## src/rtl/store_inst_encode.sv

```systemverilog
// rtl/store_inst_encode.sv - builds chunked 128-bit VTA store instructions from store commands
// Optional STORE_INST_ENCODE_PERF_EN adds instruction and stall counters.
module store_inst_encode #(
    parameter int MAX_YSIZE = 64
) (
    input  logic         clock,
    input  logic         reset,
    input  logic         io_cmd_valid,
    output logic         io_cmd_ready,
    input  logic [15:0]  io_cmd_sram_offset,
    input  logic [31:0]  io_cmd_dram_offset,
    input  logic [15:0]  io_cmd_ysize,
    input  logic [15:0]  io_cmd_xsize,
    input  logic [15:0]  io_cmd_xstride,
    input  logic         io_cmd_pop_prev,
    input  logic         io_cmd_push_prev,
    output logic         io_inst_valid,
    input  logic         io_inst_ready,
    output logic [127:0] io_inst,
    output logic         io_busy
`ifdef STORE_INST_ENCODE_PERF_EN
    ,
    output logic [31:0]  io_inst_count,
    output logic [31:0]  io_stall_cycles
`endif
);

    localparam logic [15:0] MAX_ROWS = 16'(MAX_YSIZE);

    typedef enum logic {
        IDLE = 1'b0,
        EMIT = 1'b1
    } state_t;

    state_t state, next_state;

    // Cursor for the chunk after the one currently on io_inst
    logic [15:0] sram_q;
    logic [31:0] dram_q;
    logic [15:0] rem_q;
    logic [15:0] xsize_q;
    logic [15:0] xstride_q;
    logic        pop_q;
    logic        push_q;

    logic        use_cmd;
    logic [15:0] cur_rem;
    logic [15:0] cur_sram;
    logic [31:0] cur_dram;
    logic [15:0] cur_xsize;
    logic [15:0] cur_xstride;
    logic        cur_pop;
    logic        cur_push;
    logic        sync;
    logic        last_chunk;
    logic [15:0] rows;
    logic        pop_bit;
    logic        push_bit;
    logic [31:0] sram_step;
    logic [31:0] dram_step;
    logic [15:0] sram_next;
    logic [31:0] dram_next;
    logic [15:0] rem_next;
    logic [127:0] chunk;
    logic        load;

    assign io_cmd_ready = (state == IDLE);
    assign io_busy      = (state != IDLE);

    // Chunk builder: in IDLE it works from the raw command, in EMIT from the cursor
    always_comb begin
        use_cmd     = (state == IDLE);
        cur_rem     = use_cmd ? io_cmd_ysize       : rem_q;
        cur_sram    = use_cmd ? io_cmd_sram_offset : sram_q;
        cur_dram    = use_cmd ? io_cmd_dram_offset : dram_q;
        cur_xsize   = use_cmd ? io_cmd_xsize       : xsize_q;
        cur_xstride = use_cmd ? io_cmd_xstride     : xstride_q;
        cur_pop     = use_cmd ? io_cmd_pop_prev    : pop_q;
        cur_push    = use_cmd ? io_cmd_push_prev   : push_q;

        sync       = use_cmd && ((io_cmd_xsize == 16'd0) || (io_cmd_ysize == 16'd0));
        rows       = sync ? 16'd0 : ((cur_rem > MAX_ROWS) ? MAX_ROWS : cur_rem);
        last_chunk = sync || (cur_rem <= MAX_ROWS);
        pop_bit    = use_cmd && cur_pop;
        push_bit   = last_chunk && cur_push;

        sram_step = {16'd0, rows} * {16'd0, cur_xsize};
        dram_step = {16'd0, rows} * {16'd0, cur_xstride};
        sram_next = cur_sram + sram_step[15:0];
        dram_next = cur_dram + dram_step;
        rem_next  = sync ? 16'd0 : (cur_rem - rows);

        chunk = {16'h0000, cur_xstride, (sync ? 16'h0000 : cur_xsize), rows,
                 7'h00, cur_dram, cur_sram, 2'b00,
                 1'b0, push_bit, 1'b0, pop_bit, 3'b001};
    end

    always_comb begin
        next_state = state;
        load       = 1'b0;
        case (state)
            IDLE: begin
                if (io_cmd_valid) begin
                    next_state = EMIT;
                    load       = 1'b1;
                end
            end
            EMIT: begin
                if (io_inst_ready) begin
                    if (rem_q == 16'd0) begin
                        next_state = IDLE;
                    end else begin
                        load = 1'b1;
                    end
                end
            end
            default: next_state = IDLE;
        endcase
    end

    always_ff @(posedge clock or negedge reset) begin
        if (!reset) begin
            state <= IDLE;
        end else begin
            state <= next_state;
        end
    end

    always_ff @(posedge clock or negedge reset) begin
        if (!reset) begin
            io_inst       <= '0;
            io_inst_valid <= 1'b0;
            sram_q        <= '0;
            dram_q        <= '0;
            rem_q         <= '0;
            xsize_q       <= '0;
            xstride_q     <= '0;
            pop_q         <= 1'b0;
            push_q        <= 1'b0;
        end else if (load) begin
            io_inst       <= chunk;
            io_inst_valid <= 1'b1;
            sram_q        <= sram_next;
            dram_q        <= dram_next;
            rem_q         <= rem_next;
            if (use_cmd) begin
                xsize_q   <= io_cmd_xsize;
                xstride_q <= io_cmd_xstride;
                pop_q     <= io_cmd_pop_prev;
                push_q    <= io_cmd_push_prev;
            end
        end else if ((state == EMIT) && io_inst_ready) begin
            io_inst_valid <= 1'b0;
        end
    end

`ifdef STORE_INST_ENCODE_PERF_EN
    always_ff @(posedge clock or negedge reset) begin
        if (!reset) begin
            io_inst_count   <= '0;
            io_stall_cycles <= '0;
        end else begin
            if (io_inst_valid && io_inst_ready) begin
                io_inst_count <= io_inst_count + 32'd1;
            end
            if (io_inst_valid && !io_inst_ready) begin
                io_stall_cycles <= io_stall_cycles + 32'd1;
            end
        end
    end
`endif

endmodule

```

## config.mk

```make
export PLATFORM = sky130hd
export DESIGN_NAME = store_inst_encode
export DESIGN_NICKNAME = d
export VERILOG_FILES = /design/src/rtl/store_inst_encode.sv
export SDC_FILE = /design/constraint.sdc
export NUM_CORES = 1
export LEC_CHECK = 0
export CAP_MARGIN = 20
export CORE_UTILIZATION = 53
export DETAILED_ROUTE_END_ITERATION = 6
export PLACE_DENSITY = 0.86
export SYNTH_ARGS = -nofsm -noshare
export SYNTH_HDL_FRONTEND = slang
export SYNTH_SLANG_ARGS = --single-unit
```

## constraint.sdc

```tcl
create_clock -name clock -period 7.4 [get_ports clock]
set_input_delay 1.11 -clock clock [delete_from_list [all_inputs] [get_ports clock]]
set_output_delay 1.11 -clock clock [all_outputs]
set_load 0.05 [all_outputs]
```

Word level (Yosys, flattened, before mapping)
Index checks and enable logic that the tools add are counted.
{ "totals": {"latch_bits": 0, "romBits": 0, "regBits": 199, "ram_bits": 0, "inputBits": 102, "wordCells": 47, "memories": 0} }
{ "classes": {"n_eq_ne": 0, "mux": 19, "n_lt_le_gt_ge": 2, "bitwise_logic": 1, "n_shift": 0, "multipliers": 2, "reduce_logical": 10, "div_mod_pow": 0, "n_addsub": 3} }
{ "ops": {"columns": ["operator", "n"], "rows": [
  ["16-bit 2-to-1 mux", 8],
  ["16-bit zero test", 3],
  ["32-bit adder", 1],
  ["16-bit by 16-bit multiplier with 32-bit output", 1],
  ["32-bit 2-to-1 mux", 1],
  ["16-bit adder", 1],
  ["16-bit by 7-bit > comparator with 1-bit output (second input constant)", 1],
  ["16-bit by 7-bit less-or-equal comparator with 1-bit output (second input constant)", 1],
  ["16-bit by 16-bit multiplier with 16-bit output", 1],
  ["16-bit subtractor", 1],
  ["1-bit 2-to-1 mux", 8],
  ["1-bit logical AND", 4],
  ["1-bit one-hot mux with 2 select lines", 2],
  ["1-bit logical OR", 2],
  ["2-bit nonzero test", 1],
  ["1-bit NOT", 1]
]} }

Depth between registers and ports, before layout
{ "depth": {"word_depth": 6, "mapped_depth": 33, "mapped_depth_nobuf": 29} }

Least setup slack after synthesis
No wires, ideal clock.
{ "synth_path": {"path_kind": "input to register", "from": "input port io_cmd_ysize[15]", "to": "register dram_q[28]", "stages": 30, "setup_ns": 0.121, "slack_ns": -0.926, "t_required_ns": 7.279, "n_path_buf": 2, "t_arrival_ns": 8.205, "path_cell_list": "or4_4 -> or4_4 -> a21o_1 -> a211oi_4 -> and2_1 -> clkbuf_1 -> inv_1 -> clkbuf_1 -> nor2_1 -> fa_1 -> inv_1 -> fa_1 -> inv_1 -> fa_1 -> inv_1 -> fa_1 -> inv_1 -> fa_1 -> inv_1 -> fa_1 -> inv_1 -> ha_1 -> and3_1 -> a31oi_1 -> o21ai_0 -> a21oi_1 -> o21bai_1 -> a211oi_1 -> o211ai_1 -> a22o_1"} }
{ "synth_via": {"elab_chain_cells": 6, "word_cells_on_any_way": 9, "classes_between": "add/sub (1); mul (1); order compare (1); mux (3); reduce/logical (3)"} }
{ "synth_rtl": {"columns": ["item", "line_no", "text"], "rows": [
  ["from (decl)", "12", "input logic [15:0] io_cmd_ysize,"],
  ["16-bit 2-to-1 mux / 16-bit zero test (equally long branches)", "73, 81", null],
  ["16-bit by 7-bit > comparator with 1-bit output / 1-bit logical OR (equally long branches)", "82, 81", null],
  ["16-bit 2-to-1 mux / 1-bit logical AND (equally long branches)", "82, 81", null],
  ["16-bit 2-to-1 mux (*)", "82", "rows = sync ? 16'd0 : ((cur_rem > MAX_ROWS) ? MAX_ROWS : cur_rem);"],
  ["16-bit by 16-bit multiplier with 32-bit output (*)", "88", "dram_step = {16'd0, rows} * {16'd0, cur_xstride};"],
  ["32-bit adder (*)", "90", "dram_next = cur_dram + dram_step;"],
  ["to (signal assigned)", "144", "dram_q <= dram_next;"],
  ["to (decl)", "39", "logic [31:0] dram_q;"]
]} }
Every way passes the cells marked *; elsewhere a longest branch is shown, timed or not.
A chain may end at the register's enable or synchronous reset.

Worst setup path after layout
{ "layout_path": {"from": "input port io_cmd_ysize[15]", "to": "register dram_q[23]"} }
Same word-level chain as after synthesis.

==> impl_metrics.csv <==
group,metric,value,unit
floorplanning,rows,72,
finish,final_common_cell,"inv_1",
place,hpwl,45.4,mm
floorplanning,dieArea,40800,um^2
place,place_congestion,0.962,
floorplanning,die_x,202,um
critical_path,reg2reg_slack,0,ps
grt,grt_pass1_wl,94.3,mm
sta,fin_crit,7710,ps
synthesis,synth_cells,2276,
sta,hold_viol_final,0,
critical_path,cp-end-kind,"flip-flop",
detailed_routing,drt_wl_total,58.0,mm
clock_tree,path_clk_slew,70,ps
critical_path,r2r-end,"dram_q[23]",
clock_tree,ctsHoldBuffers,0,
floorplanning,top_level_ports,233,
sta,drv_slew,0,
clock_tree,clock-sinks,182,
synthesis,synthesis.area,21200,um^2
finish,drive_gt1_share,16.2,%
sta,slew_headroom,36.4,%
clock_tree,numCtsBuffers,17,
place,placed_cell_area,25800,um^2
detailed_routing,firstDrtPassIters,7,
grt,antenna_found_initial,5,
clock_tree,clockRootBuffer,"clkbuf_16",
min_path,whs_endpoint,"dram_q[1]",
synthesis,ys_async_sr_fraction,100,%
finish,final_cell_mix,"inv_1, fa_1, nor2_1",
critical_path,crit_fanout,5,
critical_path,cpLargestDelayFamily,"adder cells",
critical_path,cp.required,7770,ps
synthesis,synth_edf_count,0,
min_path,holdCritStartpoint,"dram_q[1]",
sta,tightest_slew,927,ps
finish,nNetsFinal,3389,
critical_path,r2r_cells,26,
critical_path,critPathLaunchType,"input pin",
min_path,hp-class,"flip-flop to flip-flop",
grt,grt_usage,29.6,%
sta,grt_setup_unrepaired,"true",
sta,setup_viol,17,
synthesis,synth.distinct_cells,64,
place,numPortBuffers,203,
detailed_routing,wl_per_cell,17.4,um
detailed_routing,viasPerCell,5.22,
sta,postLayoutSetupSlackWorst,-306,ps
grt,first_global_vias,19013,
detailed_routing,num_vias,17391,
finish,fin_cells,3333,
floorplanning,die-height,202,um
critical_path,reg2reg_from,"io_busy",
sta,finClkSkew,24.0,ps
grt,gr-total-overflow,0,
sta,finalCritPeriodShare,104,%
run,cap_violations,0,
outcome,violations,"negative setup slack",
finish,fill_cells,2767,
detailed_routing,drc_errors,0,
min_path,hold_depth,2,
finish,final_util,69.6,%
critical_path,critical_path_class,"input pin to flip-flop",
outcome,status,"complete, but fails checks",
critical_path,critPathArrivalTime,8080,ps
finish,area_delta_synth_final,28.1,%
synthesis,synth_area_per_cell,9.32,um^2
synthesis,ys_seq_area_share,21.5,%
critical_path,crit_buf_inv,6,
floorplanning,start_util,54.3,%
clock_tree,insertion_delay,500,ps
synthesis,ys_warn_count,0,
critical_path,path_common_cell,"fa_1",
sta,setup_tns,-2970,ps
finish,design_area,27200,um^2
clock_tree,cts_max_level,4,
clock_tree,ctsLongestPathBuffers,2,
floorplanning,coreArea,39100,um^2
sta,fmax,130,MHz
clock_tree,cts_tree,"done",
detailed_routing,drtIter0Drc,1034,
place,dp.cells,3280,
critical_path,critPathMaxStageDelay,550,ps
synthesis,synth-main-ff-cell,"dfrtp_1",
critical_path,slowest_stage,"or4_4",
detailed_routing,ant_nets,0,
synthesis,yosys_register_bits,182,
grt,grt_max_degree,202,
[routing by layer]
metal	global-route usage, %	up-vias	share of wire [%]
li1	-	7898	-
met1	35.6	8730	39
met2	51.2	586	51
met3	5.79	169	6.0
met4	13.5	8	4.3
met5	0	-	0.10
[cells by family after synthesis]
| group | share of synthesized area [%] |
|---|---|
| flip-flops | 21.5 |
| AO/OA/AOI/OAI | 8.18 |
| AND/OR/NAND/NOR | 11.9 |
| adder cells (fa/ha/maj) | 40.0 |
| other | 0.0354 |
| buffers and inverters | 10.7 |
| XOR/XNOR | 2.02 |
| multiplexers | 5.63 |
[metrics by stage]
| step | hold WS, ps | setup slack (ps) |
|---|---|---|
| 5_1_grt | 502 | -467 |
| 6_report | 464 | -306 |
| 3_3_place_gp | 444 | -1000 |
| 2_1_floorplan | 433 | -309 |
| 3_5_place_dp | 450 | -1230 |
| 4_1_cts | 465 | -331 |
[repair_timing]
item                                    in CTS  in global routing
gates resized for setup                    125                 78
buffers inserted                            16                  6
endpoints found under the setup margin      27                 28
pin swaps                                   98                 49
[worst min-delay path, cell delays in order (launching register included)]
cell     delay, ps
dfrtp_1        340
nand2_1         50
nand2_1         50
[sequential cells by signal, summed over array words and instances, names as in the netlist]
name	flops
xsize_q	16
io_inst_valid	1
xstride_q	16
push_q	1
io_busy	1
dram_q	32
io_inst	83
rem_q	16
sram_q	16
[area by class of cell]
type / count / area, um^2 / area share, %
Multi-Input combinational cell: 1735 / 16000 / 59.0
Sequential cell: 182 / 4560 / 16.8
Timing Repair Buffer: 394 / 3580 / 13.2
Inverter: 471 / 1790 / 6.60
Tap cell: 518 / 648 / 2.38
Clock buffer: 19 / 443 / 1.63
Clock inverter: 13 / 124 / 0.456
Antenna cell: 1 / 2.50 / 0.00920
[Yosys cell counts, types with 5 or more instances]
cell type / instances / area share, %
xor2_1: 23 / 0.95
a21boi_0: 5 / 0.18
or3_1: 14 / 0.41
nor3_1: 14 / 0.33
nor2b_1: 9 / 0.27
xnor2_1: 26 / 1.1
nor2_1: 280 / 5.0
a21o_1: 17 / 0.60
nand2b_1: 20 / 0.59
nand2_1: 181 / 3.2
a211oi_1: 5 / 0.18
fa_1: 320 / 30
ha_1: 166 / 9.8
inv_1: 469 / 8.3
buf_4: 32 / 1.1
and2_1: 18 / 0.53
o31ai_1: 9 / 0.32
o21ai_0: 57 / 1.3
nand3_1: 14 / 0.33
a31oi_1: 6 / 0.18
mux2i_1: 62 / 2.9
and3_1: 11 / 0.32
o211ai_1: 10 / 0.35
a21oi_1: 115 / 2.7
clkbuf_1: 55 / 0.97
o21a_1: 17 / 0.60
nor4_1: 12 / 0.35
dfrtp_1: 182 / 21
mux2_2: 51 / 2.7
buf_1: 12 / 0.21
[how the worst max path moves through the flow]
stage               cells past startpoint  slack [ps]             start    endpoint
floorplan                              30        -310  io_cmd_ysize[11]  dram_q[23]
global placement                       28       -1000  io_cmd_ysize[11]  dram_q[31]
detailed placement                     27       -1230  io_cmd_ysize[11]  dram_q[31]
CTS                                    27        -330  io_cmd_ysize[15]  dram_q[23]
global route                           32        -470  io_cmd_ysize[15]  dram_q[30]
finish                                 27        -310  io_cmd_ysize[15]  dram_q[23]
Power is not shown: default switching activity piles up to over one toggle a cycle in this logic, so the estimate is an artifact.
